[config.mk]
export PLATFORM = sky130hd
export DESIGN_NAME = cmplx_mul_pipe
export DESIGN_NICKNAME = d
export VERILOG_FILES = /design/src/rtl/cmplx_mul_pipe.sv
export SDC_FILE = /design/constraint.sdc
export NUM_CORES = 2
export LEC_CHECK = 0
export ABC_AREA = 1
export CAP_MARGIN = 20
export CORE_ASPECT_RATIO = 0.8
export CORE_UTILIZATION = 44
export CTS_CLUSTER_DIAMETER = 150
export DETAILED_ROUTE_END_ITERATION = 10
export SYNTH_ARGS = -nofsm -noshare
export SYNTH_HDL_FRONTEND = slang
export SYNTH_SLANG_ARGS = --single-unit
[constraint.sdc]
create_clock -name clk -period 6.2 [get_ports clk]
set_input_delay 1.24 -clock clk [delete_from_list [all_inputs] [get_ports clk]]
set_output_delay 1.24 -clock clk [all_outputs]
set_load 0.01 [all_outputs]
[src/rtl/cmplx_mul_pipe.sv]
// Three-stage pipelined signed complex multiplier y = a*b or a*conj(b), with
// Q-format rescaling, optional rounding and saturation, and valid/ready flow control.
module cmplx_mul_pipe #(
    parameter int DATA_W   = 16,
    parameter int TW_W     = 16,
    parameter int OUT_W    = 16,
    parameter int FRAC_W   = 15,
    parameter int ROUND_EN = 1,
    parameter int SAT_EN   = 1
) (
    input  logic                     clk,
    input  logic                     rst_n,
    input  logic                     in_valid,
    output logic                     in_ready,
    input  logic signed [DATA_W-1:0] a_re,
    input  logic signed [DATA_W-1:0] a_im,
    input  logic signed [TW_W-1:0]   b_re,
    input  logic signed [TW_W-1:0]   b_im,
    input  logic                     conj_b,
    output logic                     out_valid,
    input  logic                     out_ready,
    output logic signed [OUT_W-1:0]  y_re,
    output logic signed [OUT_W-1:0]  y_im,
    output logic                     ovf,
    output logic                     ovf_sticky,
    input  logic                     ovf_clr
);

    // BW carries the negated twiddle so -(-2^(TW_W-1)) stays exact.
    localparam int BW = TW_W + 1;
    localparam int PW = DATA_W + BW;
    localparam int FW = PW + 1;
    localparam int SW = FW + 1 - FRAC_W;
    localparam int EW = ((SW > OUT_W) ? SW : OUT_W) + 1;
    localparam int XW = EW + FRAC_W;

    function automatic logic signed [EW-1:0] round_shift(input logic signed [FW-1:0] x);
        logic signed [XW-1:0] xe;
        logic signed [XW-1:0] rc;
        xe = {{(XW-FW){x[FW-1]}}, x};
        rc = '0;
        rc[FRAC_W-1] = (ROUND_EN != 0);
        xe = xe + rc;
        xe = xe >>> FRAC_W;
        return xe[EW-1:0];
    endfunction

    // Returns {overflow, result}; overflow means the value did not fit in OUT_W.
    function automatic logic [OUT_W:0] fit_out(input logic signed [EW-1:0] v);
        logic [EW-1:0]    maxv;
        logic [OUT_W-1:0] y;
        logic             fits;
        maxv = '0;
        maxv[OUT_W-2:0] = '1;
        fits = (v[EW-1:OUT_W-1] == {(EW-OUT_W+1){v[EW-1]}});
        y    = v[OUT_W-1:0];
        if (!fits && (SAT_EN != 0)) begin
            y = v[EW-1] ? ~maxv[OUT_W-1:0] : maxv[OUT_W-1:0];
        end
        return {~fits, y};
    endfunction

    logic en;

    logic signed [DATA_W-1:0] ar_p1_q, ai_p1_q;
    logic signed [BW-1:0]     br_p1_q, bi_p1_q;
    logic signed [BW-1:0]     bi_p1_d;
    logic                     vld_p1_q;

    logic signed [PW-1:0]     rr_p2_q, ii_p2_q, ri_p2_q, ir_p2_q;
    logic                     vld_p2_q;

    logic signed [FW-1:0]     re_full, im_full;
    logic [OUT_W:0]           re_fit, im_fit;
    logic signed [OUT_W-1:0]  y_re_d, y_im_d, y_re_q, y_im_q;
    logic                     ovf_d, ovf_q, vld_p3_q;
    logic                     sticky_d, sticky_q;

    assign en       = !vld_p3_q || out_ready;
    assign in_ready = en;

    // S1: input capture with optional twiddle conjugation
    assign bi_p1_d = conj_b ? -BW'(b_im) : BW'(b_im);

    always_ff @(posedge clk) begin
        if (en) begin
            ar_p1_q <= a_re;
            ai_p1_q <= a_im;
            br_p1_q <= BW'(b_re);
            bi_p1_q <= bi_p1_d;
        end
    end

    // S2: four full-precision partial products
    always_ff @(posedge clk) begin
        if (en) begin
            rr_p2_q <= PW'(ar_p1_q) * PW'(br_p1_q);
            ii_p2_q <= PW'(ai_p1_q) * PW'(bi_p1_q);
            ri_p2_q <= PW'(ar_p1_q) * PW'(bi_p1_q);
            ir_p2_q <= PW'(ai_p1_q) * PW'(br_p1_q);
        end
    end

    // S3: combine, rescale and clamp/wrap into the output registers
    always_comb begin
        re_full = FW'(rr_p2_q) - FW'(ii_p2_q);
        im_full = FW'(ri_p2_q) + FW'(ir_p2_q);
        re_fit  = fit_out(round_shift(re_full));
        im_fit  = fit_out(round_shift(im_full));
        y_re_d  = re_fit[OUT_W-1:0];
        y_im_d  = im_fit[OUT_W-1:0];
        ovf_d   = vld_p2_q && (re_fit[OUT_W] || im_fit[OUT_W]);
    end

    assign sticky_d = (vld_p3_q && out_ready && ovf_q) || (sticky_q && !ovf_clr);

    always_ff @(posedge clk or negedge rst_n) begin
        if (!rst_n) begin
            vld_p1_q <= 1'b0;
            vld_p2_q <= 1'b0;
            vld_p3_q <= 1'b0;
            y_re_q   <= '0;
            y_im_q   <= '0;
            ovf_q    <= 1'b0;
            sticky_q <= 1'b0;
        end else begin
            sticky_q <= sticky_d;
            if (en) begin
                vld_p1_q <= in_valid;
                vld_p2_q <= vld_p1_q;
                vld_p3_q <= vld_p2_q;
                y_re_q   <= y_re_d;
                y_im_q   <= y_im_d;
                ovf_q    <= ovf_d;
            end
        end
    end

    assign out_valid  = vld_p3_q;
    assign y_re       = y_re_q;
    assign y_im       = y_im_q;
    assign ovf        = ovf_q;
    assign ovf_sticky = sticky_q;

endmodule

Word level (Yosys, flattened, before mapping)
Index checks and enable logic that the tools add are counted. Widths: inputs -> output; s select.

$mul: 4. Bitwise gates (word level): 2. Multiplexer cells: 5. Reduce and logical (&&, ||, !) cells: 9. Add/sub/neg operators: 5. Equality and inequality tests: 2.

Operators by type and width (number): $add 34x16->35 const B (2); $mul 16x17->33 (2); $mul 16x16->32 (2); $mux 16 (4); $add 33x32->34 (1); $sub 32x33->34 (1); $mux 17 (1); $neg 16->17 (1); $eq 5x5->1 (2); $logic_and 1x1->1 (4); $logic_or 1x1->1 (3); $logic_not 1->1 (2); $not 1->1 (2).

Word-level logic and storage cells: 42. Output and inout port bits: 36. Register bits after elaboration: 232. Input bits: 70.

Depth between registers and ports, before layout
Word-level depth: 6. Gate-level depth with buffers: 28.

Worst setup path before layout
No wires, ideal clock.

Path kind: register -> register. Start point: register ai_p1_q[3]. End point: register ii_p2_q[29], data pin. Buffers on the path: 2. Setup time: 0.262 ns. Cell stages (with the launch flop): 22. Arrival time: 5.710 ns. Path slack: 0.228 ns. Period minus slack after synthesis: 5.972 ns. Path through: edfxtp_1 clkbuf_1 clkbuf_1 nand2_1 inv_1 fa_1 fa_1 fa_1 fa_1 fa_1 inv_1 fa_1 inv_1 ha_1 nand2_1 nor4_1 nand2_1 o211ai_1 nand3_1 nand2_1 a21oi_1 xor2_1.

Cells in the longest elaborated chain, start to end: 1.

Ends and longest elaborated chain: from (decl) (line 65) `logic signed [DATA_W-1:0] ar_p1_q, ai_p1_q;`; from (signal assigned) (line 88) `ai_p1_q <= a_im;`; $mul 16x17->33 (line 98) `ii_p2_q <= PW'(ai_p1_q) * PW'(bi_p1_q);`; to (signal assigned) (line 98); to (decl) (line 70) `logic signed [PW-1:0] rr_p2_q, ii_p2_q, ri_p2_q, ir_p2_q;`.

No other way between the ends. A chain may end at the register's enable or synchronous reset.

Final worst setup path
Start point: register ar_p1_q[15]. End point: register rr_p2_q[31] (netlist name).

Cells in the longest elaborated chain, start to end: 1.

Ends and longest elaborated chain: from (decl) (line 65); from (signal assigned) (line 87) `ar_p1_q <= a_re;`; $mul 16x16->32 (line 97) `rr_p2_q <= PW'(ar_p1_q) * PW'(br_p1_q);`.

No other way between the ends.

==> summary.md <==
| Metric | Value |
|---|---|
| Synth top area cells | fa_1 40%, inv_1 13%, nand2_1 11% |
| Fin crit share | 97.97% |
| Routed WL | 148,900 um |
| Placed cells | 8,175 |
| CP peak stage delay | 730 ps |
| GRT overflow | 0 |
| CTS H-tree depth | 1 |
| Total CTS buffers | 31 |
| Setup Skew | 41.94 ps |
| Via/cell ratio | 4.992 |
| Maximum clock rate | 164.6 MHz |
| RSZ-0062 raised after global routing | yes |
| Share of cells above drive strength 1 | 6.111% |
| Minimum clock period | 6074 ps |
| Final setup vio count | 0 |
| Mapped Avg Cell Area | 8.320 um2 |
| Crit-path cells | buf_12, nand2_1, inv_1, fa_2, buf_4, fa_1, fa_1, fa_1, fa_1, inv_1, fa_1, inv_1, ha_1, a21oi_1, o21ai_0, a21oi_1, o211ai_1, xor2_1, buf_4 |
| Syn Nets | 8,128 |
| Pin count of the biggest net entering global routing | 69 |
| Crit path max fanout | 18 |
| # DRC | 0 |
| Site Rows | 114 |
| Max clock buf depth | 3 |
| Final Slew Violations | 0 |
| Chip height | 316.1 um |
| Post-synth top area cell | fa_1 |
| Worst Tran Pin Value | 969.5 ps |
| Startpoint types | register |
| Post-route setup slack | 126.1 ps |
| Yosys warning total | 0 |
| EDFF count, synth | 195 |
| FF-to-FF setup slack | 130 ps |
| Area grow syn2layout | 11.01% |
| Synthesis-stage register bit count | 232 |
| Vias in the first global route | 42.08k |
| CP Capture Type | register |
| Slew HR | 35.36% |
| Ys flop type | edfxtp_1 |
| Most common cell on crit path | fa_1 |
| Hpwl dp | 119,700 um |
| # IOs | 106 |
| CP delay by family, top | adder cells |
| Clock transition at path regs | 90 ps |
| Clock Latency Late Sink | 680 ps |
| Unique masters post-synth | 55 |
| Setup TNS | 0 ps |
| Post-synthesis sequential area ratio | 12.50% |
| Syn Std Cell Area | 0.05426 mm2 |
| Antenna fix cells | 0 |
| CTS sink cnt | 232 |
| TritonCTS clock tree | yes |
| Via count | 41.28k |
| Max cap viols | 0 |
| Synth async-reset ratio | 15.95% |
| RePlAce Congestion | 0.9659 |
| Initial antenna violation count | 5 |
| Root Driver | clkbuf_16 |
| WL/cell | 18.01 um |
| Hold Violations, Final | 0 |
| Initial DRC Count | 3,221 |
| Core ar. | 0.1215 mm2 |
| Post-DRT Antenna Nets | 0 |
| Tot GR Track Use | 23.99% |
| Worst slack at placement | -226.9 ps |
| First-pass GRT wire length | 233,400 um |
| CP max stage cell | fa_1 |
| Length of the first detailed-routing pass in iterations | 6 |
| Die W | 394.6 um |
| Status | finished, final reports clean |
| Top cell type's share of synthesized area | 39.70% |
| Initial Util | 44.65% |
| HP Class | register to register |
| Final nets | 8,227 |
| Buffers added on ports | 105 |
| Post-Synthesis Cells | 6,521 |
| Layout Cells excl Fill | 8,268 |
| WP data arrival | 6520 ps |
| Die area | 0.1247 mm2 |
| Crit Path Category | register to register |
| WP data required | 6650 ps |
| Critical path buffer and inverter count | 6 |
## worst paths after layout
path	cells past startpoint	startpoint	endpoint
setup / recovery	19	ar_p1_q[15]	rr_p2_q[31]
hold / removal	2	y_re[13]	y_re[13]
setup reg to reg	19	ar_p1_q[15]	rr_p2_q[31]
hold reg to reg	2	y_re[13]	y_re[13]
max in group asynchronous	2	rst_n	y_re[13]
min in group asynchronous	1	rst_n	y_im[11]
## logic make-up after synthesis
group / share of synthesized area, %
xor gates and xnor gates: 3.148
and+or+nand+nor: 14.95
AOI/OAI and AO/OA: 4.186
buffers and inverters: 14.88
adders and majority gates: 50.33
DFF: 12.50
## state kept, by name, indices dropped and copies added (netlist names)
register and flops:
rr_p2_q 32, bi_p1_q 17, ar_p1_q 16, ovf 1, vld_p2_q 1, y_re 16
y_im 16, ir_p2_q 32, vld_p1_q 1, ri_p2_q 33, ii_p2_q 33, br_p1_q 16
ovf_sticky 1, out_valid 1, ai_p1_q 16
## synthesized netlist by cell type, types with 3 or more instances
cell type / n
a21o_1: 17
nand3_1: 106
a21boi_0: 7
nor2_1: 210
o31ai_1: 3
edfxtp_1: 195
buf_6: 5
nand4_1: 17
inv_2: 10
o21a_1: 13
nand2_2: 18
a21oi_1: 184
o21ai_1: 4
clkbuf_1: 227
or2_2: 11
inv_1: 1886
fa_1: 1076
nand2_4: 10
o21ai_0: 93
a211oi_1: 5
xnor2_1: 84
dfrtp_1: 37
a31oi_1: 24
nand2_1: 1598
a21oi_2: 4
ha_1: 461
and3_1: 3
nor4_1: 11
nor3_1: 20
nand3_2: 5
o21bai_1: 19
nor2_2: 7
o221a_2: 4
nor2_4: 3
xor2_1: 111
o211ai_1: 6
## worst min-delay path, cell delays in order (launching register included)
cell     delay (ps)
dfrtp_1         340
nand2_1          50
nand2_1          50
## stage by stage
step	hold WS [ps]	util, %	instance area [um2]
finish	474.3	49.56	60230
global route	493.0	49.56	60230
CTS	479.3	48.97	59510
floorplan	442.2	-	54260
detailed placement	464.1	48.05	58390
global placement	457.6	48.05	58390
## layout by cell type (no fill, tap or decap), types with 11 or more instances in the layout
cell,instances
a31oi_1,21
inv_1,1880
nand4_1,17
xor2_1,110
clkbuf_16,38
inv_2,15
or2_2,11
o21a_1,13
nor3_1,16
nand2_1,1594
nand2_2,21
xnor2_1,83
nor2_1,206
a21o_1,17
edfxtp_1,195
a21oi_1,168
dfrtp_1,37
nand2_4,11
ha_1,451
nand3_1,102
buf_12,63
a21oi_2,18
o21bai_1,19
buf_4,125
fa_1,1066
o21ai_0,87
clkdlybuf4s50_1,104
## timing repair
action                     CTS  global route
resized for setup            3            85
hold buffers                 0             0
pin swaps                    0            23
hold endpoints to repair     0             0
setup buffers                3            25
setup endpoints to repair    5            38
gates cloned                 0             7
## metal layers
metal | vias up | part of all wire, % | routed length, um | track usage (%)
li1 | 19070 | - | - | -
met1 | 20700 | 46 | 68930 | 36.40
met2 | 1359 | 43 | 64290 | 36.55
met3 | 155 | 8.7 | 13000 | 3.756
met4 | 0 | 1.8 | 2713 | 4.246
met5 | - | 0 | 0 | 0
## layout make-up
class / count / area, um2
Fill cell: 11730 / 61300
Multi-Input combinational cell: 4153 / 39720
Inverter: 1898 / 7128
Sequential cell: 232 / 6782
Timing Repair Buffer: 304 / 3482
Tap cell: 1624 / 2032
Clock buffer: 31 / 775.7
Clock inverter: 26 / 305.3
Power is left out: the tool's default activity adds up to more than one toggle a clock period on the data nets, which glitch-free logic cannot reach.
